<file path="src/rtl/rom_upload_ctrl_pkg.sv">
`default_nettype none
// ============================================================================
// rom_upload_ctrl_pkg : state enum, size defaults and byte order for the ROM upload sequencer. Rev 1.0
// ============================================================================
package rom_upload_ctrl_pkg;

  localparam int ADDR_W_DEF    = 14;
  localparam int LEN_W_DEF     = 16;
  localparam bit BYTE_ORDER_LE = 1'b1;

  typedef enum logic [2:0] {
    ST_IDLE   = 3'd0,
    ST_LEN_LO = 3'd1,
    ST_LEN_HI = 3'd2,
    ST_DATA   = 3'd3,
    ST_WRITE  = 3'd4,
    ST_DONE   = 3'd5
  } state_t;

endpackage
`default_nettype wire

</file>
<file path="src/rtl/rom_upload_ctrl_if.sv">
`default_nettype none
// ============================================================================
// rom_upload_ctrl_if : UART byte stream, ROM upload port and CPU status bundle. Rev 1.0
// ============================================================================
interface rom_upload_ctrl_if
  import rom_upload_ctrl_pkg::*;
#(
  parameter int ADDR_W = ADDR_W_DEF,
  parameter int LEN_W  = LEN_W_DEF
);

  logic              start;
  logic [7:0]        rx_data;
  logic              rx_valid;
  logic              rx_ready;
  logic              upg_wen;
  logic [ADDR_W-1:0] upg_adr;
  logic [31:0]       upg_dat;
  logic              upg_done;
  logic              cpu_hold;
  logic              err;
  logic [LEN_W-1:0]  words_loaded;

  modport master (
    input  start, rx_data, rx_valid,
    output rx_ready, upg_wen, upg_adr, upg_dat, upg_done, cpu_hold, err, words_loaded
  );

  modport slave (
    output start, rx_data, rx_valid,
    input  rx_ready, upg_wen, upg_adr, upg_dat, upg_done, cpu_hold, err, words_loaded
  );

endinterface
`default_nettype wire

</file>
<file path="src/rtl/rom_upload_ctrl_assembler.sv">
`default_nettype none
// ============================================================================
// upload_word_assembler : packs accepted bytes into a 32-bit word, 2-bit lane index. Rev 1.0
// ============================================================================
module upload_word_assembler
  import rom_upload_ctrl_pkg::*;
(
  input  wire logic        clk,
  input  wire logic        rst,
  input  wire logic [7:0]  i_byte,
  input  wire logic        i_accept,
  input  wire logic        i_clear,
  output logic      [31:0] o_word,
  output logic             o_word_full
);

  logic [1:0]  r_idx;
  logic [31:0] r_word;
  logic [1:0]  w_lane;

  assign w_lane = BYTE_ORDER_LE ? r_idx : ~r_idx;

  always_ff @(posedge clk or negedge rst) begin
    if (!rst) begin
      r_idx  <= 2'd0;
      r_word <= 32'd0;
    end else if (i_clear) begin
      r_idx <= 2'd0;
    end else if (i_accept) begin
      r_word[{w_lane, 3'b000} +: 8] <= i_byte;
      r_idx                         <= r_idx + 2'd1;
    end
  end

  assign o_word      = r_word;
  // Full is flagged with the 4th byte so the write cycle follows immediately.
  assign o_word_full = i_accept && (r_idx == 2'd3);

endmodule
`default_nettype wire

</file>
<file path="src/rtl/rom_upload_ctrl.sv">
`default_nettype none
// ============================================================================
// rom_upload_ctrl : loads UART bytes into program ROM while holding the CPU; UPLOAD_TIMEOUT_EN adds idle timeout. Rev 1.0
// ============================================================================
module rom_upload_ctrl
  import rom_upload_ctrl_pkg::*;
#(
  parameter int ADDR_W = ADDR_W_DEF,
  parameter int LEN_W  = LEN_W_DEF
`ifdef UPLOAD_TIMEOUT_EN
  , parameter int TIMEOUT_CYCLES = 1000000
`endif
) (
  input wire logic          clk,
  input wire logic          rst,
  rom_upload_ctrl_if.master bus
);

  localparam logic [32:0] DEPTH = 33'(1) << ADDR_W;

  state_t            r_state, w_state_nxt;
  logic [LEN_W-1:0]  r_len, w_len_nxt;
  logic [ADDR_W-1:0] r_adr, w_adr_nxt;
  logic [LEN_W-1:0]  r_words, w_words_nxt;
  logic              r_err, w_err_nxt;
  logic              w_clear;
  logic              w_rx_ready;
  logic              w_accept;
  logic              w_tmo_hit;
  logic [LEN_W-1:0]  w_len_full;
  logic [LEN_W-1:0]  w_words_inc;
  logic [31:0]       w_word;
  logic              w_word_full;

  assign w_rx_ready  = (r_state == ST_LEN_LO) || (r_state == ST_LEN_HI) || (r_state == ST_DATA);
  assign w_accept    = bus.rx_valid && w_rx_ready;
  assign w_len_full  = LEN_W'({bus.rx_data, r_len[7:0]});
  assign w_words_inc = r_words + LEN_W'(1);

  upload_word_assembler u_asm (
    .clk         (clk),
    .rst         (rst),
    .i_byte      (bus.rx_data),
    .i_accept    (w_accept && (r_state == ST_DATA)),
    .i_clear     (w_clear),
    .o_word      (w_word),
    .o_word_full (w_word_full)
  );

`ifdef UPLOAD_TIMEOUT_EN
  localparam int               TMO_W    = $clog2(TIMEOUT_CYCLES) + 1;
  localparam logic [TMO_W-1:0] TMO_LAST = TMO_W'(TIMEOUT_CYCLES - 1);

  logic [TMO_W-1:0] r_tmo;

  // Held at zero in IDLE so the count starts fresh on entry to LEN_LO.
  always_ff @(posedge clk or negedge rst) begin
    if (!rst) begin
      r_tmo <= '0;
    end else if (w_accept || (r_state == ST_IDLE)) begin
      r_tmo <= '0;
    end else if (w_rx_ready) begin
      r_tmo <= r_tmo + TMO_W'(1);
    end
  end

  assign w_tmo_hit = w_rx_ready && !w_accept && (r_tmo == TMO_LAST);
`else
  assign w_tmo_hit = 1'b0;
`endif

  always_ff @(posedge clk or negedge rst) begin
    if (!rst) begin
      r_state <= ST_IDLE;
      r_len   <= '0;
      r_adr   <= '0;
      r_words <= '0;
      r_err   <= 1'b0;
    end else begin
      r_state <= w_state_nxt;
      r_len   <= w_len_nxt;
      r_adr   <= w_adr_nxt;
      r_words <= w_words_nxt;
      r_err   <= w_err_nxt;
    end
  end

  always_comb begin
    w_state_nxt = r_state;
    w_len_nxt   = r_len;
    w_adr_nxt   = r_adr;
    w_words_nxt = r_words;
    w_err_nxt   = r_err;
    w_clear     = 1'b0;
    unique case (r_state)
      ST_IDLE: begin
        if (bus.start) begin
          w_state_nxt = ST_LEN_LO;
          w_adr_nxt   = '0;
          w_words_nxt = '0;
          w_err_nxt   = 1'b0;
          w_clear     = 1'b1;
        end
      end
      ST_LEN_LO: begin
        if (w_accept) begin
          w_len_nxt   = LEN_W'(bus.rx_data);
          w_state_nxt = ST_LEN_HI;
        end
      end
      ST_LEN_HI: begin
        if (w_accept) begin
          w_len_nxt = w_len_full;
          if (w_len_full == '0) begin
            w_state_nxt = ST_DONE;
          end else if (33'(w_len_full) > DEPTH) begin
            w_err_nxt   = 1'b1;
            w_state_nxt = ST_DONE;
          end else begin
            w_state_nxt = ST_DATA;
          end
        end
      end
      ST_DATA: begin
        if (w_word_full) begin
          w_state_nxt = ST_WRITE;
        end
      end
      ST_WRITE: begin
        w_adr_nxt   = r_adr + ADDR_W'(1);
        w_words_nxt = w_words_inc;
        w_state_nxt = (w_words_inc == r_len) ? ST_DONE : ST_DATA;
      end
      ST_DONE: begin
        w_state_nxt = ST_IDLE;
      end
      default: begin
        w_state_nxt = ST_IDLE;
      end
    endcase
    if (w_tmo_hit) begin
      w_err_nxt   = 1'b1;
      w_state_nxt = ST_DONE;
    end
  end

  // ROM ownership returns in DONE; the CPU leaves reset only once back in IDLE.
  assign bus.rx_ready     = w_rx_ready;
  assign bus.upg_wen      = (r_state == ST_WRITE);
  assign bus.upg_adr      = r_adr;
  assign bus.upg_dat      = w_word;
  assign bus.upg_done     = (r_state == ST_IDLE) || (r_state == ST_DONE);
  assign bus.cpu_hold     = (r_state != ST_IDLE);
  assign bus.err          = r_err;
  assign bus.words_loaded = r_words;

endmodule
`default_nettype wire

</file>
<file path="src/flat_wrapper.sv">
// flat-port wrapper written by rule: the top's interface ports become plain ports
module rom_upload_ctrl_flat import rom_upload_ctrl_pkg::*;
#(
  parameter int ADDR_W = ADDR_W_DEF,
  parameter int LEN_W  = LEN_W_DEF

)
  (clk, rst, bus_start, bus_rx_data, bus_rx_valid, bus_rx_ready, bus_upg_wen, bus_upg_adr, bus_upg_dat, bus_upg_done, bus_cpu_hold, bus_err, bus_words_loaded);
  rom_upload_ctrl_if #(.ADDR_W(ADDR_W), .LEN_W(LEN_W)) bus_i ();
  input wire logic clk;
  input wire logic rst;
  input wire logic [$bits(bus_i.start)-1:0] bus_start;
  input wire logic [$bits(bus_i.rx_data)-1:0] bus_rx_data;
  input wire logic [$bits(bus_i.rx_valid)-1:0] bus_rx_valid;
  output wire logic [$bits(bus_i.rx_ready)-1:0] bus_rx_ready;
  output wire logic [$bits(bus_i.upg_wen)-1:0] bus_upg_wen;
  output wire logic [$bits(bus_i.upg_adr)-1:0] bus_upg_adr;
  output wire logic [$bits(bus_i.upg_dat)-1:0] bus_upg_dat;
  output wire logic [$bits(bus_i.upg_done)-1:0] bus_upg_done;
  output wire logic [$bits(bus_i.cpu_hold)-1:0] bus_cpu_hold;
  output wire logic [$bits(bus_i.err)-1:0] bus_err;
  output wire logic [$bits(bus_i.words_loaded)-1:0] bus_words_loaded;
  assign bus_i.start = bus_start;
  assign bus_i.rx_data = bus_rx_data;
  assign bus_i.rx_valid = bus_rx_valid;
  assign bus_rx_ready = bus_i.rx_ready;
  assign bus_upg_wen = bus_i.upg_wen;
  assign bus_upg_adr = bus_i.upg_adr;
  assign bus_upg_dat = bus_i.upg_dat;
  assign bus_upg_done = bus_i.upg_done;
  assign bus_cpu_hold = bus_i.cpu_hold;
  assign bus_err = bus_i.err;
  assign bus_words_loaded = bus_i.words_loaded;
  rom_upload_ctrl #(.ADDR_W(ADDR_W), .LEN_W(LEN_W)) u_core (.clk(clk), .rst(rst), .bus(bus_i));
endmodule
</file>
<file path="config.mk">
export PLATFORM = sky130hd
export DESIGN_NAME = rom_upload_ctrl_flat
export DESIGN_NICKNAME = d
export VERILOG_FILES = /design/src/rtl/rom_upload_ctrl_pkg.sv /design/src/rtl/rom_upload_ctrl_if.sv /design/src/rtl/rom_upload_ctrl_assembler.sv /design/src/rtl/rom_upload_ctrl.sv /design/src/flat_wrapper.sv
export SDC_FILE = /design/constraint.sdc
export NUM_CORES = 1
export LEC_CHECK = 0
export ABC_AREA = 1
export CORE_ASPECT_RATIO = 1.2
export CORE_MARGIN = 5
export CORE_UTILIZATION = 57
export DETAILED_ROUTE_END_ITERATION = 6
export PLACE_DENSITY = 0.87
export SETUP_SLACK_MARGIN = 0.1
export SLEW_MARGIN = 5
export SYNTH_ARGS = -nofsm -noshare
export SYNTH_HDL_FRONTEND = slang
export SYNTH_SLANG_ARGS = --single-unit
</file>
<file path="constraint.sdc">
create_clock -name clk -period 6.1 [get_ports clk]
set_clock_uncertainty 0.15 [all_clocks]
set_input_delay 1.83 -clock clk [delete_from_list [all_inputs] [get_ports clk]]
set_output_delay 1.83 -clock clk [all_outputs]
set_load 0.1 [all_outputs]
</file>
==> Flow_metrics.wiki <==
{| class="wikitable"
! Metric !! Value
|-
| Switching Share || 56.0%
|-
| Layout area overhead || 22.9%
|-
| Via/cell ratio || 5.67
|-
| First-pass GRT wire length || 19400 µm
|-
| Max-capacitance violation count || 0
|-
| Hold buffer count at CTS || 0
|-
| Worst Max-Slew Pin Slew || 1.04 ns
|-
| Most frequent cells in the layout || sky130_fd_sc_hd__nand2_1 (134), sky130_fd_sc_hd__dfrtp_1 (84), sky130_fd_sc_hd__clkdlybuf4s50_1 (77)
|-
| Average instance area after synthesis || 7.69 µm²
|-
| Clock network fraction of design power || 13.9%
|-
| Static power due to leakage || 2.56 nW
|-
| Final antenna diode count || 0
|-
| Ordered list of cells on the worst path || nor2_1 -> inv_2 -> nor2_2 -> buf_4 -> clkdlybuf4s50_1
|-
| Element type at the critical path end || output pin
|-
| Total power of the final layout || 2.93 mW
|-
| Least setup slack across all paths after layout || 1.53 ns
|-
| Die area || 9820 µm²
|-
| Most common cell after layout, fill and taps aside || sky130_fd_sc_hd__nand2_1
|-
| Placed wire-length estimate after detailed placement || 8380 µm
|-
| Leftover overflow at the end of global routing || 0
|-
| TritonCTS clock tree || yes
|-
| Drt pass-1 iters || 5
|-
| Cts bufs inserted || 9
|-
| Register-to-Register Path Depth || 6
|-
| WS Path Type || flip-flop to output pin
|-
| Maximum number of pins on one net before global-route repair || 85
|-
| Worst min-delay path class || flip-flop to flip-flop
|-
| Placement-stage cell area || 5360 µm²
|-
| Max FO, Critical Path || 24
|-
| Number of standard cells after synthesis || 588
|-
| Utilization after layout || 72.1%
|-
| Post-CTS setup repair buffer count || 0
|-
| Areal power density over the cells || 527 nW/µm²
|-
| Worst Hold Slack || 0.334 ns
|-
| Yosys reg bits || 84
|-
| Die Wd || 91.3 µm
|-
| Area leader, netlist || sky130_fd_sc_hd__dfrtp_1
|-
| Global router's overall resource usage || 24.1%
|-
| Highest ir drop seen on vdd || 0.000510 V
|-
| Total wirelength of the detailed-routed design || 11600 µm
|-
| Shortest period the worst path allows || 4.57 ns
|-
| Final RePlAce weighted congestion || 0.904
|-
| Number of nets at the end of the flow || 685
|-
| Data required, critical path || 4.12 ns
|-
| Area share of the leading cell type in the synthesized netlist || 46.5%
|-
| I/O pin total || 79
|-
| Total nets after synthesis || 607
|-
| Most instantiated flip-flop cell in the synthesis netlist || sky130_fd_sc_hd__dfrtp_1
|-
| Fin Setup TNS || 0 ns
|-
| Register-to-register setup slack || 3.75 ns
|-
| Final hold violations || 0
|-
| Initial standard-cell utilization of the core || 58.7%
|-
| Top cells by area, synth || sky130_fd_sc_hd__dfrtp_1 (46%), sky130_fd_sc_hd__nand2_1 (11%), sky130_fd_sc_hd__nand3_1 (7.5%)
|-
| Max Root-Sink Buffers || 2
|-
| Data arrival at the endpoint of the critical path || 2.59 ns
|-
| Portion of the post-synthesis area used by sequential elements || 46.5%
|-
| CORE AREA || 7710 µm²
|-
| Timing-limited maximum frequency || 219 MHz
|-
| Clk Latency, worst-skew pair || 0.36 ns
|-
| Internal Pwr Total || 1.29 mW
|-
| Clock slew at the register clock pins of the worst setup and hold paths || 0.09 ns
|-
| Total non-filler cell area in the finished layout || 5560 µm²
|-
| Worst Setup EP || bus_upg_wen
|-
| Slew Limit Headroom || 30.8%
|-
| R2R Path End || u_core.u_asm.o_word[20]
|-
| Die Y-Extent || 108 µm
|-
| CTS Root Cell || sky130_fd_sc_hd__clkbuf_8
|-
| Slowest cell delay on critical path || 1.20 ns
|-
| Share of post-route cells with drive strength above 1 || 6.86%
|-
| Routed wirelength normalized by instance count || 15.2 µm
|-
| Portion of total power attributed to sequential cells || 28.2%
|-
| Count of unique library cells instantiated by Yosys || 38
|-
| Filler-free cell count of the finished design || 763
|-
| Initial antenna violation count || 0
|-
| Cell type of the slowest stage on the worst timing path || sky130_fd_sc_hd__clkdlybuf4s50_1
|-
| Vias in the first global route || 4272
|-
| Count of flip-flops with a built-in enable after synthesis || 0
|-
| Standard-cell rows || 35
|-
| Combinational cell fraction of total power || 57.8%
|-
| Maximum level of the CTS H-tree || 3
|-
| Type of element launching the critical path || flip-flop
|-
| Post-Place Cells || 747
|-
| Post-synth ARST share || 100%
|-
| # setup viols final || 0
|-
| Count of antenna-violating nets left after detailed routing || 0
|-
| Source of the critical timing path || u_core.r_state[0]
|-
| Unrepaired setup endpoints after global routing || false
|-
| Count of vias placed by the detailed router || 4323
|-
| Portion of the clock cycle consumed by the worst path in the final layout || 74.9%
|-
| Count of warnings emitted by yosys || 0
|-
| Area of the mapped netlist || 4520 µm²
|-
| Residual DRC count || 0
|-
| Slew Limit Fails || 0
|-
| Post_cts resized || 0
|-
| Number of inserted filler cells in the final layout || 597
|-
| Starting DRC count in detailed routing || 310
|-
| Launch instance of the worst register-to-register path || u_core.u_asm.r_idx[0]
|-
| Number of sinks handled by clock tree synthesis || 84
|-
| Status || finished clean
|-
| Pre-CTS WS || 1.92 ns
|-
| Net switching power || 1.64 mW
|-
| Count of input and output buffers || 78
|}
-- metal layers --
| metal | share of wire, % | wire length [µm] | track usage (%) | vias up |
|---|---|---|---|---|
| met5 | 0 | 0 | 0 | - |
| met2 | 51 | 5930 | 41.1 | 165 |
| met3 | 5.9 | 682 | 4.62 | 34 |
| met1 | 40 | 4660 | 29.6 | 2037 |
| met4 | 2.6 | 296 | 10.5 | 0 |
| li1 | - | - | - | 2087 |
-- worst min-delay path by stage --
stage | from | end | slack, ns | cells past startpoint
4_1_cts | u_core.bus.upg_adr[13] | u_core.bus.upg_adr[13] | 0.33 | 1
5_1_grt | u_core.bus.upg_adr[13] | u_core.bus.upg_adr[13] | 0.36 | 1
3_5_place_dp | u_core.bus.upg_adr[13] | u_core.bus.upg_adr[13] | 0.32 | 1
3_3_place_gp | u_core.bus.upg_adr[13] | u_core.bus.upg_adr[13] | 0.31 | 1
6_report | u_core.bus.upg_adr[13] | u_core.bus.upg_adr[13] | 0.33 | 1
2_1_floorplan | u_core.r_state[1] | u_core.r_state[1] | 0.34 | 2
-- registers in the layout, indices dropped and copies added, names as in the netlist --
register                 count
u_core.r_len                16
u_core.u_asm.o_word         32
u_core.bus.err               1
u_core.u_asm.r_idx           2
u_core.bus.upg_adr          14
u_core.bus.words_loaded     16
u_core.r_state               3
-- synth_stat cells (all sizes together) (2+ instances only) --
| cell | instances |
|---|---|
| inv | 75 |
| o21ai | 48 |
| o22ai | 8 |
| a22oi | 2 |
| buf | 7 |
| nor3 | 2 |
| a21oi | 35 |
| dfrtp | 84 |
| ha | 7 |
| nand2 | 139 |
| clkbuf | 5 |
| nor2 | 79 |
| nand4 | 12 |
| a31oi | 2 |
| a22o | 2 |
| nand3 | 69 |
-- power groups by stage --
stage / clock network (mW) / registers [mW] / logic, mW
after global placement: 0 / 0.829 / 1.66
after CTS: 0.412 / 0.825 / 1.70
after global routing: 0.438 / 0.846 / 1.80
after detailed placement: 0 / 0.835 / 1.69
after floorplan: 0 / 1.52 / 0.599
final: 0.408 / 0.826 / 1.69
-- cell families after synthesis --
family | count (synthesis) | synth area share, %
fa+ha+maj | 7 | 1.94
xor+xnor | 3 | 0.886
flops | 84 | 46.5
compound gates | 104 | 12.7
buf+inv | 87 | 7.69
simple gates | 303 | 30.3
-- layout make-up --
type / count / area [µm²] / area share [%]
multi-input cells: 417 / 2070 / 37.3
flip-flops and latches: 84 / 2100 / 37.8
clock inverters: 5 / 61.3 / 1.10
inverters: 75 / 282 / 5.07
clock buffers: 11 / 141 / 2.54
repair buffers: 79 / 786 / 14.1
well taps: 92 / 115 / 2.07
-- worst max-delay path, delay by kind of cell (launching register included) --
kind / cells / cell delay, ns
simple gates: 2 / 0.25
flops: 1 / 0.44
buf+inv: 3 / 1.55
(Power assumes the default switching activity.)
